## src/rtl/axis_burst_packer_if.sv

```systemverilog
// -----------------------------------------------------------------------------
// axis_burst_packer_if
// Purpose : AXI4-Stream bundle used on both sides of axis_burst_packer.
// Signals : tdata  - payload word
//           tvalid - source has a word
//           tready - sink accepts the word
//           tlast  - final word of a packet (ignored on the packer's input)
// Modports: master drives tdata/tvalid/tlast, slave drives tready.
// -----------------------------------------------------------------------------
interface axis_burst_packer_if #(
   parameter int DATA_WIDTH = 32
);
   logic [DATA_WIDTH-1:0] tdata;
   logic                  tvalid;
   logic                  tready;
   logic                  tlast;

   modport master (output tdata, output tvalid, output tlast, input tready);
   modport slave  (input tdata, input tvalid, input tlast, output tready);
endinterface

```

## src/rtl/axis_burst_packer.sv

```systemverilog
// -----------------------------------------------------------------------------
// axis_burst_packer
// Purpose : Sits behind a first-word-fall-through FIFO. Waits until the FIFO
//           holds a full programmed burst, then moves exactly that many words
//           to m_axis as one gap-free packet with tlast on the final word.
// Ports   : aclk       - clock, rising edge
//           areset     - synchronous active-high reset
//           cfg_data   - burst length in words, 0 disables the packer
//           fifo_count - upstream FIFO read count
//           sts_data   - number of completed bursts (wraps)
//           s_axis     - slave stream from the FIFO (tlast unused)
//           m_axis     - registered master stream towards the DMA writer
// Options : define AXIS_BURST_TIMEOUT_EN to flush a partial FIFO as a short
//           packet after TIMEOUT_CYCLES idle cycles.
// -----------------------------------------------------------------------------
module axis_burst_packer #(
   parameter int AXIS_TDATA_WIDTH = 32,
   parameter int CNTR_WIDTH       = 16,
   parameter int TIMEOUT_CYCLES   = 1024
) (
   input  logic                  aclk,
   input  logic                  areset,
   input  logic [CNTR_WIDTH-1:0] cfg_data,
   input  logic [CNTR_WIDTH-1:0] fifo_count,
   output logic [31:0]           sts_data,
   axis_burst_packer_if.slave    s_axis,
   axis_burst_packer_if.master   m_axis
);

   typedef enum logic [1:0] {IDLE, BURST, DRAIN} state_t;

   state_t                state;
   state_t                state_nxt;
   logic [CNTR_WIDTH-1:0] word_cnt;
   logic [CNTR_WIDTH-1:0] burst_len;
   logic                  take;
   logic                  last_word;
   logic                  last_sent;
   logic                  start_full;
   logic                  start_timeout;

   assign take       = s_axis.tvalid & s_axis.tready;
   assign last_word  = (word_cnt == burst_len - 1'b1);
   assign last_sent  = m_axis.tvalid & m_axis.tready & m_axis.tlast;
   assign start_full = (cfg_data != '0) && (fifo_count >= cfg_data);

`ifdef AXIS_BURST_TIMEOUT_EN
   localparam int IDLE_W = $clog2(TIMEOUT_CYCLES + 1);

   logic [IDLE_W-1:0] idle_cnt;
   logic              partial;

   // A partial FIFO is one that holds something but not yet a full burst.
   assign partial       = (fifo_count != '0) && (fifo_count < cfg_data);
   assign start_timeout = (state == IDLE) && partial &&
                          (idle_cnt == IDLE_W'(TIMEOUT_CYCLES - 1));

   always_ff @(posedge aclk) begin
      if (areset || state != IDLE || !partial || start_timeout)
         idle_cnt <= '0;
      else
         idle_cnt <= idle_cnt + 1'b1;
   end
`else
   assign start_timeout = 1'b0;
`endif

   // State register
   // NOTE: sequential state uses non-blocking assignments so every flop samples pre-edge values.
   always_ff @(posedge aclk) begin
      if (areset)
         state <= IDLE;
      else
         state <= state_nxt;
   end

   // Next-state logic
   // NOTE: the default assignment at the top keeps this block free of inferred latches.
   always_comb begin
      state_nxt = state;
      unique case (state)
         IDLE:    if (start_full || start_timeout) state_nxt = BURST;
         BURST:   if (take && last_word)           state_nxt = DRAIN;
         DRAIN:   if (last_sent)                   state_nxt = IDLE;
         default: state_nxt = IDLE;
      endcase
   end

   // Output logic: read strobe only in BURST and only when the output
   // register is empty or being emptied this cycle. Held low under reset so
   // the FIFO never sees a read while the packer is being cleared.
   always_comb begin
      s_axis.tready = 1'b0;
      if (state == BURST && !areset)
         s_axis.tready = ~m_axis.tvalid | m_axis.tready;
   end

   // Datapath: burst length latch, word counter, output register, status.
   // NOTE: every flop here is a control or output register, so all of them get a reset value.
   always_ff @(posedge aclk) begin
      if (areset) begin
         burst_len     <= '0;
         word_cnt      <= '0;
         sts_data      <= '0;
         m_axis.tdata  <= '0;
         m_axis.tvalid <= 1'b0;
         m_axis.tlast  <= 1'b0;
      end else begin
         // Length is captured only when leaving IDLE, so cfg_data edits
         // during a burst are ignored until the next IDLE evaluation.
         if (state == IDLE) begin
            if (start_full) begin
               burst_len <= cfg_data;
               word_cnt  <= '0;
            end else if (start_timeout) begin
               burst_len <= fifo_count;
               word_cnt  <= '0;
            end
         end

         if (take) begin
            word_cnt      <= word_cnt + 1'b1;
            m_axis.tdata  <= s_axis.tdata;
            m_axis.tvalid <= 1'b1;
            m_axis.tlast  <= last_word;
         end else if (m_axis.tready) begin
            m_axis.tvalid <= 1'b0;
         end

         if (state == DRAIN && last_sent)
            sts_data <= sts_data + 32'd1;
      end
   end

endmodule

```

## src/flat_wrapper.sv

```systemverilog
// flat-port wrapper written by rule: the top's interface ports become plain ports
module axis_burst_packer_flat 
#(
   parameter int AXIS_TDATA_WIDTH = 32,
   parameter int CNTR_WIDTH       = 16,
   parameter int TIMEOUT_CYCLES   = 1024
)
  (aclk, areset, cfg_data, fifo_count, sts_data, s_axis_tdata, s_axis_tvalid, s_axis_tlast, s_axis_tready, m_axis_tdata, m_axis_tvalid, m_axis_tlast, m_axis_tready);
  axis_burst_packer_if #(.DATA_WIDTH(32)) s_axis_i ();
  axis_burst_packer_if #(.DATA_WIDTH(32)) m_axis_i ();
  input  logic aclk;
  input  logic areset;
  input  logic [CNTR_WIDTH-1:0] cfg_data;
  input  logic [CNTR_WIDTH-1:0] fifo_count;
  output logic [31:0] sts_data;
  input wire logic [$bits(s_axis_i.tdata)-1:0] s_axis_tdata;
  input wire logic [$bits(s_axis_i.tvalid)-1:0] s_axis_tvalid;
  input wire logic [$bits(s_axis_i.tlast)-1:0] s_axis_tlast;
  output wire logic [$bits(s_axis_i.tready)-1:0] s_axis_tready;
  output wire logic [$bits(m_axis_i.tdata)-1:0] m_axis_tdata;
  output wire logic [$bits(m_axis_i.tvalid)-1:0] m_axis_tvalid;
  output wire logic [$bits(m_axis_i.tlast)-1:0] m_axis_tlast;
  input wire logic [$bits(m_axis_i.tready)-1:0] m_axis_tready;
  assign s_axis_i.tdata = s_axis_tdata;
  assign s_axis_i.tvalid = s_axis_tvalid;
  assign s_axis_i.tlast = s_axis_tlast;
  assign s_axis_tready = s_axis_i.tready;
  assign m_axis_tdata = m_axis_i.tdata;
  assign m_axis_tvalid = m_axis_i.tvalid;
  assign m_axis_tlast = m_axis_i.tlast;
  assign m_axis_i.tready = m_axis_tready;
  axis_burst_packer #(.AXIS_TDATA_WIDTH(AXIS_TDATA_WIDTH), .CNTR_WIDTH(CNTR_WIDTH), .TIMEOUT_CYCLES(TIMEOUT_CYCLES)) u_core (.aclk(aclk), .areset(areset), .cfg_data(cfg_data), .fifo_count(fifo_count), .sts_data(sts_data), .s_axis(s_axis_i), .m_axis(m_axis_i));
endmodule
```

## config.mk

```make
export PLATFORM = sky130hd
export DESIGN_NAME = axis_burst_packer_flat
export DESIGN_NICKNAME = d
export VERILOG_FILES = /design/src/rtl/axis_burst_packer_if.sv /design/src/rtl/axis_burst_packer.sv /design/src/flat_wrapper.sv
export SDC_FILE = /design/constraint.sdc
export NUM_CORES = 1
export LEC_CHECK = 0
export ABC_AREA = 1
export BUFFER_PORTS_ARGS = -buffer_cell sky130_fd_sc_hd__buf_2
export CORE_MARGIN = 5
export CORE_UTILIZATION = 45
export DETAILED_ROUTE_END_ITERATION = 16
export GPL_ROUTABILITY_DRIVEN = 0
export PLACE_DENSITY = 0.69
export SETUP_SLACK_MARGIN = 0.3
export SLEW_MARGIN = 5
export SYNTH_ARGS = -nofsm -noshare
export SYNTH_HDL_FRONTEND = slang
export SYNTH_SLANG_ARGS = --single-unit
```

## constraint.sdc

```tcl
create_clock -name aclk -period 2.8 [get_ports aclk]
set_input_delay 0.56 -clock aclk [delete_from_list [all_inputs] [get_ports aclk]]
set_output_delay 0.56 -clock aclk [all_outputs]
set_load 0.1 [all_outputs]
```

==> Word-level counts from Yosys, hierarchy flattened <==
Cells that the tools add are included.
{ "word_totals": {"output_inout_bits": 67, "wordCells": 45, "input_bits": 69, "ff_bits": 100} }
{ "classes": {"n_lt_le_gt_ge": 1, "bitwise": 5, "n_addsub": 3, "n_eq_ne": 6, "n_reduce_logical": 13, "muxes": 10} }
{ "op_table": {"columns": ["operator", "n"], "rows": [
  ["$mux 16", 3],
  ["$add 32x1->32 const B", 1],
  ["$add 16x1->16 const B", 1],
  ["$eq 16x16->1", 1],
  ["$ge 16x16->1", 1],
  ["$reduce_bool 16->1", 1],
  ["$sub 16x1->16 const B", 1],
  ["$mux 2", 3],
  ["$ne 2x1->1 const B", 3],
  ["$pmux 2 s3", 1],
  ["$reduce_bool 2->1", 3],
  ["$logic_and 1x1->1", 4],
  ["$reduce_and 2->1", 2],
  ["$and 1x1->1", 3],
  ["$mux 1", 3],
  ["$reduce_and 3->1", 1],
  ["$eq 2x1->1 const B", 1],
  ["$eq 2x2->1 const B", 1],
  ["$logic_not 2->1", 1],
  ["$logic_not 1->1", 1],
  ["$not 1->1", 1],
  ["$or 1x1->1", 1]
]} }

==> Longest topological paths before layout <==
Gate-level depths: netlist of the first run.
{ "depth": {"depth_word": 7, "depth_mapped": 14, "ltp_nobuf": 14} }

==> Least setup slack after synthesis of the first run <==
Ideal clock, no wire load.
{ "synth_path": {"path_type": "flip-flop to flip-flop", "start": "register u_core.sts_data[1]", "end": "register u_core.sts_data[28]", "path_stages_with_launch": 10, "t_required_ns": 2.668, "path_slack_ns": 0.338, "synth_period_minus_slack_ns": 2.462, "n_path_buf": 0, "arrival_time_ns": 2.330, "setup_time_ns": 0.132, "path_cell_list": "dfxtp_1 ha_1 inv_1 nor3_4 nand4_1 or2_4 nor3_4 nand2_2 nor2_1 nor3b_2"} }
{ "synth_between": {"elab_chain_len": 1} }
{ "synth_rtl": {"columns": ["item", "line", "text"], "rows": [
  ["from (decl)", "axis_burst_packer.sv:25", "output logic [31:0] sts_data,"],
  ["from (signal assigned)", "axis_burst_packer.sv:131", "sts_data <= sts_data + 32'd1;"],
  ["$add 32x1->32", "axis_burst_packer.sv:131", null]
]} }
Every way passes these cells.
A chain may end at the register's enable or synchronous reset.

==> Final worst setup path of the first run <==
{ "layout_path": {"start": "register u_core.state[1]", "end": "output port s_axis_tready"} }
{ "layout_between": {"elab_chain_len": 3} }
{ "layout_rtl": {"columns": ["item", "line", "text"], "rows": [
  ["from (decl)", "axis_burst_packer.sv:32", "state_t state;"],
  ["from (signal assigned)", "axis_burst_packer.sv:74", "state <= state_nxt;"],
  ["$eq 2x1->1", "axis_burst_packer.sv:94", "if (state == BURST && !areset)"],
  ["$logic_and 1x1->1", "axis_burst_packer.sv:94", null],
  ["$mux 1", "axis_burst_packer.sv:94", null],
  ["to (decl)", "flat_wrapper.sv:19", "output wire logic [$bits(s_axis_i.tready)-1:0] s_axis_tready;"]
]} }
Every way passes these cells.

==> results of run 1 <==
[sequential cells by signal, indices dropped and copies added (netlist names)]
| signal | flops |
|---|---|
| u_core.word_cnt | 16 |
| u_core.burst_len | 16 |
| u_core.sts_data | 32 |
| u_core.m_axis.tdata | 32 |
| u_core.m_axis.tvalid | 1 |
| u_core.state | 2 |
| u_core.m_axis.tlast | 1 |
[worst max-delay path, delay by kind of cell, from the launching register on]
kind / cells / cell delay [ns]
buffers and inverters: 3 / 0.57
DFF: 1 / 0.33
and+or+nand+nor: 3 / 0.28
[layer usage]
layer  track usage, %  up-vias  share of wire, %
met5                0        -                 0
met4            6.013        0               1.6
met3            5.561       14               6.1
met2            30.16      110                46
met1            23.35     2245                46
li1                 -     2761                 -
[through the flow]
stage          cells  util, %  worst slack, ns  power (uW)  instance area [sq um]
3_3_place_gp    1043    52.00           0.4275        2448                   6193
3_5_place_dp    1043    52.00           0.4300        2456                   6193
6_report        1059    54.41           0.7097        3651                   6481
4_1_cts         1059    54.41           0.6795        3689                   6481
2_1_floorplan    782        -           0.3385        2257                   5403
5_1_grt         1059    54.41           0.4714        3859                   6481
[where the power goes]
group	internal, uW	total (uW)	switching (uW)
combinational	258	864	605
clock	698	1230	530
sequential	1490	1560	65.2
total	2450	3650	1200
[layout make-up]
type | instances | area, sq um
inverters | 86 | 324.1
fillers | 1162 | 5430
clock buffers | 13 | 240.2
multi-input cells | 569 | 2948
flip-flops and latches | 100 | 2002
clock inverters | 3 | 47.55
repair buffers | 141 | 735.7
well taps | 147 | 183.9
[path summary, 6_finish.rpt]
path	start	to	slack, ns	cells after the start
worst max register to register	u_core.word_cnt[0]	u_core.word_cnt[14]	0.84	10
worst min register to register	u_core.m_axis.tdata[27]	u_core.m_axis.tdata[27]	0.48	2
worst min-delay path	s_axis_tdata[6]	u_core.m_axis.tdata[6]	0.41	3
worst max-delay path	u_core.state[1]	s_axis_tready	0.71	6
[cells in the final DEF (no fill, tap or decap), types with 3 or more instances in the layout]
cell type                   instances
sky130_fd_sc_hd__nand3_1           37
sky130_fd_sc_hd__clkbuf_16          9
sky130_fd_sc_hd__inv_2             12
sky130_fd_sc_hd__inv_1             73
sky130_fd_sc_hd__nor4_1             4
sky130_fd_sc_hd__nand2_1          188
sky130_fd_sc_hd__nand3_2            7
sky130_fd_sc_hd__nor3b_2            4
sky130_fd_sc_hd__nor3_1             7
sky130_fd_sc_hd__buf_4              6
sky130_fd_sc_hd__nand4_1           13
sky130_fd_sc_hd__nor2_4             4
sky130_fd_sc_hd__xnor2_1            8
sky130_fd_sc_hd__nor2_2             5
sky130_fd_sc_hd__clkbuf_1           4
sky130_fd_sc_hd__a21oi_1           42
sky130_fd_sc_hd__o21a_1             3
sky130_fd_sc_hd__xor2_1            16
sky130_fd_sc_hd__o21ai_1            5
sky130_fd_sc_hd__o21bai_1           3
sky130_fd_sc_hd__nor2_1           112
sky130_fd_sc_hd__o21ai_0           72
sky130_fd_sc_hd__nand2_2            4
sky130_fd_sc_hd__ha_1              19
sky130_fd_sc_hd__dfxtp_1          100
sky130_fd_sc_hd__buf_2            134
sky130_fd_sc_hd__nor3_4             3
[kinds of logic (layout without fill, tap and decap cells)]
logic type,after synthesis,in the layout,synth area share (%)
simple gates,396,396,33.33
compound gates,129,129,12.39
buf+inv,113,243,8.522
flops,100,100,37.05
xor+xnor,25,25,4.307
fa+ha+maj,19,19,4.400
==> results.cfg, run 1 <==
[setup_path]
critical-path-slowest-cell = sky130_fd_sc_hd__buf_2
crit_arrival_ns = 1.53
cpPeakStageDelay_ns = 0.42
worstSetupStartpointType = register
crit_path_end_kind = output port
crit_fanout = 3
critical_path_class = reg2out
crit_chain = inv_1 -> nand2_1 -> nor2_1 -> nand2_1 -> inv_1 -> buf_2
cp_data_required_time_ns = 2.24

[cells_and_area]
drive_gt1_share_pct = 21.82
finalNetCount = 995
area.growth.synth_to_final_pct = 19.96
insertedDiodeCount = 0

[placement]
portBuffers = 134
post-dp-hpwl_microns = 9728

[timing]
grt_setup_unrepaired = false
finalCritPeriodShare_pct = 74.66
hold_ws_ns = 0.4120
fmax_ghz = 0.4784
clock_skew_ns = 0.007358
setup_total_negative_slack_ns = 0
finalSetupViolations = 0
timing.max_slew.rel_slack_pct = 67.16
final_min_period_ns = 2.090
finalHoldViolations = 0
drv_slew = 0
transition_time_at_the_pin_with_the_least_slew_margin_ns = 0.4961

[clock_network]
cts_root_buffer = sky130_fd_sc_hd__clkbuf_16
clockBufferDepth = 2
tritoncts = yes
cts_buffers = 9
postCtsSetupBuffers = 0
cts.clk_slew.worst_paths_ns = 0.07
cts-resized-gates = 0
clk-insertion-delay-late_ns = 0.34
clock_tree.htree_level_count = 3
cts_hold_buffers = 0
clkSinkCount = 100

[floorplanning]
pin_count = 136
die_area_sq_mm = 0.01430
chipHeight_microns = 119.6
initial_core_utilization_pct = 45.36
fp.coreArea_sq_mm = 0.01191
cell_rows = 40
die_x_microns = 119.6

[synth]
netlist_area_sq_mm = 0.005403
synth_edf_count = 0
synth.distinct_cells = 40
async_reset_ff_share_pct = 0
synth_area_leaders = sky130_fd_sc_hd__dfxtp_1, sky130_fd_sc_hd__nand2_1, sky130_fd_sc_hd__nor2_1
mappedNetlistNets = 870
postSynthCellCount = 782
synth.avg_cell_area_sq_um = 6.909
dominantRegCellSynth = sky130_fd_sc_hd__dfxtp_1
post-synth-top-count-cell = sky130_fd_sc_hd__nand2_1
yosysTopAreaCellShare_pct = 37.05
number_of_warnings_reported_in_the_yosys_synthesis_log = 0
synth_top_cell_by_area = sky130_fd_sc_hd__dfxtp_1
ys_seq_area_share_pct = 37.05
netlist_top_cells_count = sky130_fd_sc_hd__nand2_1, sky130_fd_sc_hd__nor2_1, sky130_fd_sc_hd__dfxtp_1
ys_ff_latch = 100

[detailed_routing]
routed_wl_microns = 12800
drt_iter0_drc = 331
dr_total_vias = 5130
dr.pass1.iters = 4
number_of_design_rule_violations_left_after_detail_routing = 0
post_drt_via_cell_ratio = 4.844
route.detailed.wl_per_inst_microns = 12.09
detail-route-antenna-nets = 0

[power_and_ir_drop]
leakagePower_uw = 0.002939
ir_drop_worst_case_vdd_v = 0.0004347
cellPowerDensity_mw_per_mm2 = 563.3

[global_routing]
first_global_vias = 4969
grt_first_pass_wirelength_microns = 22090
gr-usage-all-layers_pct = 18.46
grt_antenna_before_repair = 0
grt_max_degree = 66
globalRouteOverflowTotal = 0

[worst_hold_path]
hp-class = in2reg

[status]
status = finished, final reports clean

[run]
maxCapViolCount = 0
(Power assumes the default switching activity.)
==> run 2: changes to the inputs <==
PLACE_DENSITY = 0.72   (was 0.69)
clock period = 1.8 ns   (was 2.8 ns; I/O delays follow)
==> results.cfg, run 2 (synthesis results as in run 1) <==
[clock_network]
clock_tree.htree_level_count = 3
tritoncts = yes
cts_root_buffer = sky130_fd_sc_hd__clkbuf_16
clkSinkCount = 100
clk-insertion-delay-late_ns = 0.35
clockBufferDepth = 2
cts_buffers = 9
cts.clk_slew.worst_paths_ns = 0.07
cts_hold_buffers = 0

[timing]
finalSetupViolations = 1
clock_skew_ns = 0.008484
timing.max_slew.rel_slack_pct = 67.18
grt_setup_unrepaired = true
final_critical_path_setup_slack_ns = -0.007012
drv_slew = 0
setup_total_negative_slack_ns = -0.007012
final_min_period_ns = 1.807
transition_time_at_the_pin_with_the_least_slew_margin_ns = 0.4958
finalHoldViolations = 0
fmax_ghz = 0.5534
hold_ws_ns = 0.2031
finalCritPeriodShare_pct = 100.4

[floorplanning]
pin_count = 136
fp.coreArea_sq_mm = 0.01191
die_x_microns = 119.6
cell_rows = 40
chipHeight_microns = 119.6
initial_core_utilization_pct = 45.36
die_area_sq_mm = 0.01430

[cells_and_area]
layout_commonest_cell = sky130_fd_sc_hd__nand2_1
area.growth.synth_to_final_pct = 62.85
insertedDiodeCount = 0
most-common-layout-cells = sky130_fd_sc_hd__nand2_1, sky130_fd_sc_hd__buf_4, sky130_fd_sc_hd__nor2_1
postLayoutCellArea_sq_mm = 0.008798
drive_gt1_share_pct = 48.67
finalNetCount = 1100
layout_top_registers = u_core.m_axis.tdata x32, u_core.sts_data x32

[status]
violations = negative setup slack
status = complete, but fails checks

[detailed_routing]
routed_wl_microns = 17400
number_of_design_rule_violations_left_after_detail_routing = 0
post_drt_via_cell_ratio = 5.160
dr_total_vias = 6006
dr.pass1.iters = 7
drt_iter0_drc = 345
route.detailed.wl_per_inst_microns = 14.95
detail-route-antenna-nets = 0

[power_and_ir_drop]
ir_drop_worst_case_vdd_v = 0.0006766
cellPowerDensity_mw_per_mm2 = 750.7
leakagePower_uw = 0.003802

[setup_path]
cp_data_required_time_ns = 2.02
worstSetupStartpointType = register
crit_fanout = 4
crit_path_end_kind = register
crit_arrival_ns = 2.03
critical_path_class = reg2reg

[placement]
placed_area_sq_mm = 0.006927
post-dp-hpwl_microns = 10700
place_ws_ns = -0.1776
portBuffers = 134

[global_routing]
grt_antenna_before_repair = 0
gr-usage-all-layers_pct = 22.22
first_global_vias = 5765
grt_max_degree = 37
globalRouteOverflowTotal = 0
grt_first_pass_wirelength_microns = 26500

[worst_hold_path]
hp-class = in2reg

[run]
maxCapViolCount = 0
run 2: cell types whose count changed in the layout (fill, tap and decap cells not counted), sizes merged:
cell      change
buf          +83
clkinv        +1
clkbuf       +20
clkinvlp      +1
run 2: layout make-up:
cell class / count / area [sq um]
Tap cell: 147 / 183.9
Fill cell: 829 / 3113
Clock inverter: 5 / 60.06
Inverter: 86 / 375.4
Clock buffer: 11 / 232.7
Multi-Input combinational cell: 569 / 3785
Timing Repair Buffer: 246 / 2056
Sequential cell: 100 / 2106
run 2: timing repair:
action,4_1_cts,5_1_grt
gates resized for setup,145,123
endpoints found under the setup margin,88,112
pin swaps,59,55
buffers inserted,39,18
cloned,4,4
run 2: path summary, 6_finish.rpt:
| check | startpoint | end | slack [ns] | depth (start not counted) |
|---|---|---|---|---|
| setup / recovery | u_core.burst_len[10] | u_core.state[0] | -0.007 | 12 |
| hold / removal | s_axis_tdata[26] | u_core.m_axis.tdata[26] | 0.20 | 3 |
| setup reg to reg | u_core.burst_len[10] | u_core.state[0] | -0.007 | 12 |
| hold reg to reg | u_core.sts_data[13] | u_core.sts_data[13] | 0.47 | 1 |
run 2: power by group:
group	internal [uW]	total (uW)	switching [uW]
combinational	910	2200	1290
sequential	2310	2450	137
clock	1090	1960	872
total	4300	6610	2300
run 2: layer usage:
layer / up-vias / part of all wire (%) / wire length (microns) / GRT usage (%)
li1: 2985 / - / - / -
met1: 2773 / 41 / 7147 / 27.72
met2: 208 / 50 / 8695 / 37.57
met3: 40 / 6.7 / 1163 / 5.325
met4: 0 / 2.2 / 388 / 7.731
met5: - / 0 / 0 / 0
run 2: worst max-delay path, cell delays in order, from the launching register on:
cell and delay, ns:
sky130_fd_sc_hd__dfxtp_1 0.37, sky130_fd_sc_hd__nor2_1 0.27, sky130_fd_sc_hd__nand2_1 0.08, sky130_fd_sc_hd__nor2_1 0.17, sky130_fd_sc_hd__nand2_1 0.09, sky130_fd_sc_hd__nand2_1 0.07, sky130_fd_sc_hd__nand2_1 0.07, sky130_fd_sc_hd__nor2_1 0.11
sky130_fd_sc_hd__nand2_1 0.08, sky130_fd_sc_hd__nor2_2 0.11, sky130_fd_sc_hd__nand3_2 0.10, sky130_fd_sc_hd__nand2_2 0.09, sky130_fd_sc_hd__a21oi_2 0.05
run 2: metrics by stage:
stage | power [uW] | util, % | instances
floorplan | 3582 | - | 782
global placement | 3976 | 58.15 | 1083
detailed placement | 3996 | 58.15 | 1083
CTS | 6345 | 68.30 | 1142
global route | 6909 | 73.87 | 1164
finish | 6605 | 73.87 | 1164
==> run 3: changes to the inputs <==
CTS_BUF_LIST = sky130_fd_sc_hd__clkbuf_8   (was not set)
==> results.cfg, run 3 (synthesis results as in run 1) <==
[status]
status = complete, but fails checks
violations = negative setup slack

[cells_and_area]
layout_top_registers = u_core.m_axis.tdata x32, u_core.sts_data x32
layout_commonest_cell = sky130_fd_sc_hd__nand2_1
area.growth.synth_to_final_pct = 69.80
postLayoutCellArea_sq_mm = 0.009174
fin_util_pct = 77.02
insertedDiodeCount = 0
most-common-layout-cells = sky130_fd_sc_hd__nand2_1, sky130_fd_sc_hd__buf_4, sky130_fd_sc_hd__nor2_1
finalNetCount = 1105
drive_gt1_share_pct = 52.84
final-instance-count-excl-fill = 1169

[worst_hold_path]
hp-class = in2reg
hold_path_end = u_core.m_axis.tdata[28]
min-delay-start = s_axis_tdata[28]
worstHoldPathCells = 3

[power_and_ir_drop]
ir_drop_worst_case_vdd_v = 0.0005948
cellPowerDensity_mw_per_mm2 = 688.4
leakagePower_uw = 0.003972

[floorplanning]
die_area_sq_mm = 0.01430
fp.coreArea_sq_mm = 0.01191
initial_core_utilization_pct = 45.36
chipHeight_microns = 119.6
cell_rows = 40
pin_count = 136
die_x_microns = 119.6

[setup_path]
crit_arrival_ns = 2.16
path_delay_family = simple AND/OR/NAND/NOR gates
r2r-end = u_core.state[0]
critical-path-slowest-cell = sky130_fd_sc_hd__dfxtp_4
critPathBufInv = 0
cpPeakStageDelay_ns = 0.38
cp_data_required_time_ns = 2.07
worstSetupStartpointType = register
cp_common_cell = sky130_fd_sc_hd__nand2_1
crit_fanout = 5
critical_path_class = reg2reg
crit_chain = nor2_2 -> nand2_2 -> nor2_4 -> nand2_1 -> nand2_1 -> nand2_1 -> nor2_1 -> nand2_1 -> nor2_2 -> nand3_2 -> nand2_2 -> a21oi_2
timing.reg2reg.worst_path_depth = 12
reg2reg_from = u_core.burst_len[1]
timing.reg2reg.setup_slack_ns = -0.09
crit_path_end_kind = register

[run]
maxCapViolCount = 0

[timing]
finalCritPeriodShare_pct = 104.7
finalHoldViolations = 0
transition_time_at_the_pin_with_the_least_slew_margin_ns = 0.5742
setup_total_negative_slack_ns = -0.1434
final_min_period_ns = 1.885
final_critical_path_setup_slack_ns = -0.08516
clock_skew_ns = 0.01004
finalSetupViolations = 3
hold_ws_ns = 0.1501
drv_slew = 0
fmax_ghz = 0.5305
timing.max_slew.rel_slack_pct = 61.37
grt_setup_unrepaired = true

[clock_network]
clkSinkCount = 100
clk-insertion-delay-late_ns = 0.40
clockBufferDepth = 2
tritoncts = yes
cts_buffers = 9
clock_tree.htree_level_count = 3
cts_root_buffer = sky130_fd_sc_hd__clkbuf_8
cts.clk_slew.worst_paths_ns = 0.10

[global_routing]
globalRouteOverflowTotal = 0
first_global_vias = 5671
grt_max_degree = 37
grt_antenna_before_repair = 0
grt_first_pass_wirelength_microns = 26500
gr-usage-all-layers_pct = 22.30

[detailed_routing]
detail-route-antenna-nets = 0
drt_iter0_drc = 342
routed_wl_microns = 19140
dr_total_vias = 6130
dr.pass1.iters = 6
number_of_design_rule_violations_left_after_detail_routing = 0
post_drt_via_cell_ratio = 5.244
route.detailed.wl_per_inst_microns = 16.37

[placement]
post-dp-hpwl_microns = 10700
placed_cells_incl_taps = 1083
placed_area_sq_mm = 0.006927
portBuffers = 134
-- run 3: cell type report --
class,count,area (sq um)
clock buffers,9,123.9
clock inverters,7,67.56
fillers,747,2738
inverters,86,385.4
multi-input cells,569,3999
flip-flops and latches,100,2103
well taps,147,183.9
repair buffers,251,2311
-- run 3: worst register-to-register path: stages (launching register included) --
cell                      delay (ns)
sky130_fd_sc_hd__dfxtp_4        0.38
sky130_fd_sc_hd__nor2_2         0.12
sky130_fd_sc_hd__nand2_2        0.12
sky130_fd_sc_hd__nor2_4         0.19
sky130_fd_sc_hd__nand2_1        0.11
sky130_fd_sc_hd__nand2_1        0.09
sky130_fd_sc_hd__nand2_1        0.07
sky130_fd_sc_hd__nor2_1         0.18
sky130_fd_sc_hd__nand2_1        0.12
sky130_fd_sc_hd__nor2_2         0.10
sky130_fd_sc_hd__nand3_2        0.13
sky130_fd_sc_hd__nand2_2        0.10
sky130_fd_sc_hd__a21oi_2        0.05
-- run 3: how the worst max path moves through the flow --
stage / from / to / depth (start not counted)
2_1_floorplan: u_core.sts_data[1] / u_core.sts_data[28] / 9
3_3_place_gp: cfg_data[9] / u_core.word_cnt[0] / 11
3_5_place_dp: cfg_data[9] / u_core.word_cnt[0] / 11
4_1_cts: u_core.state[1] / s_axis_tready / 6
5_1_grt: u_core.burst_len[1] / u_core.state[0] / 12
6_report: u_core.burst_len[1] / u_core.state[0] / 12
-- run 3: metal layers --
layer	routed length, microns	global-route usage [%]
met3	1168	6.221
met2	9851	37.18
met4	506	6.442
met1	7608	28.24
met5	0	0
-- run 3: stage by stage --
step | total power, uW | setup WS (ns)
CTS | 5841 | 0.09434
floorplan | 3582 | -0.0006338
global placement | 3976 | -0.1566
detailed placement | 3996 | -0.1776
finish | 6315 | -0.08516
global route | 6575 | -0.1282
-- run 3: what timing repair did --
action,CTS,global route
pin swaps,61,55
setup buffers,36,20
setup endpoints to repair,118,93
resized for setup,175,206
hold buffers,0,0
gates cloned,5,9
-- run 3: power by group --
part	internal, uW	switching (uW)	leakage [uW]
Sequential	2310	140	0.000838
Clock	639	843	0.000104
Combinational	1010	1380	0.00303
Total	3960	2360	0.00397
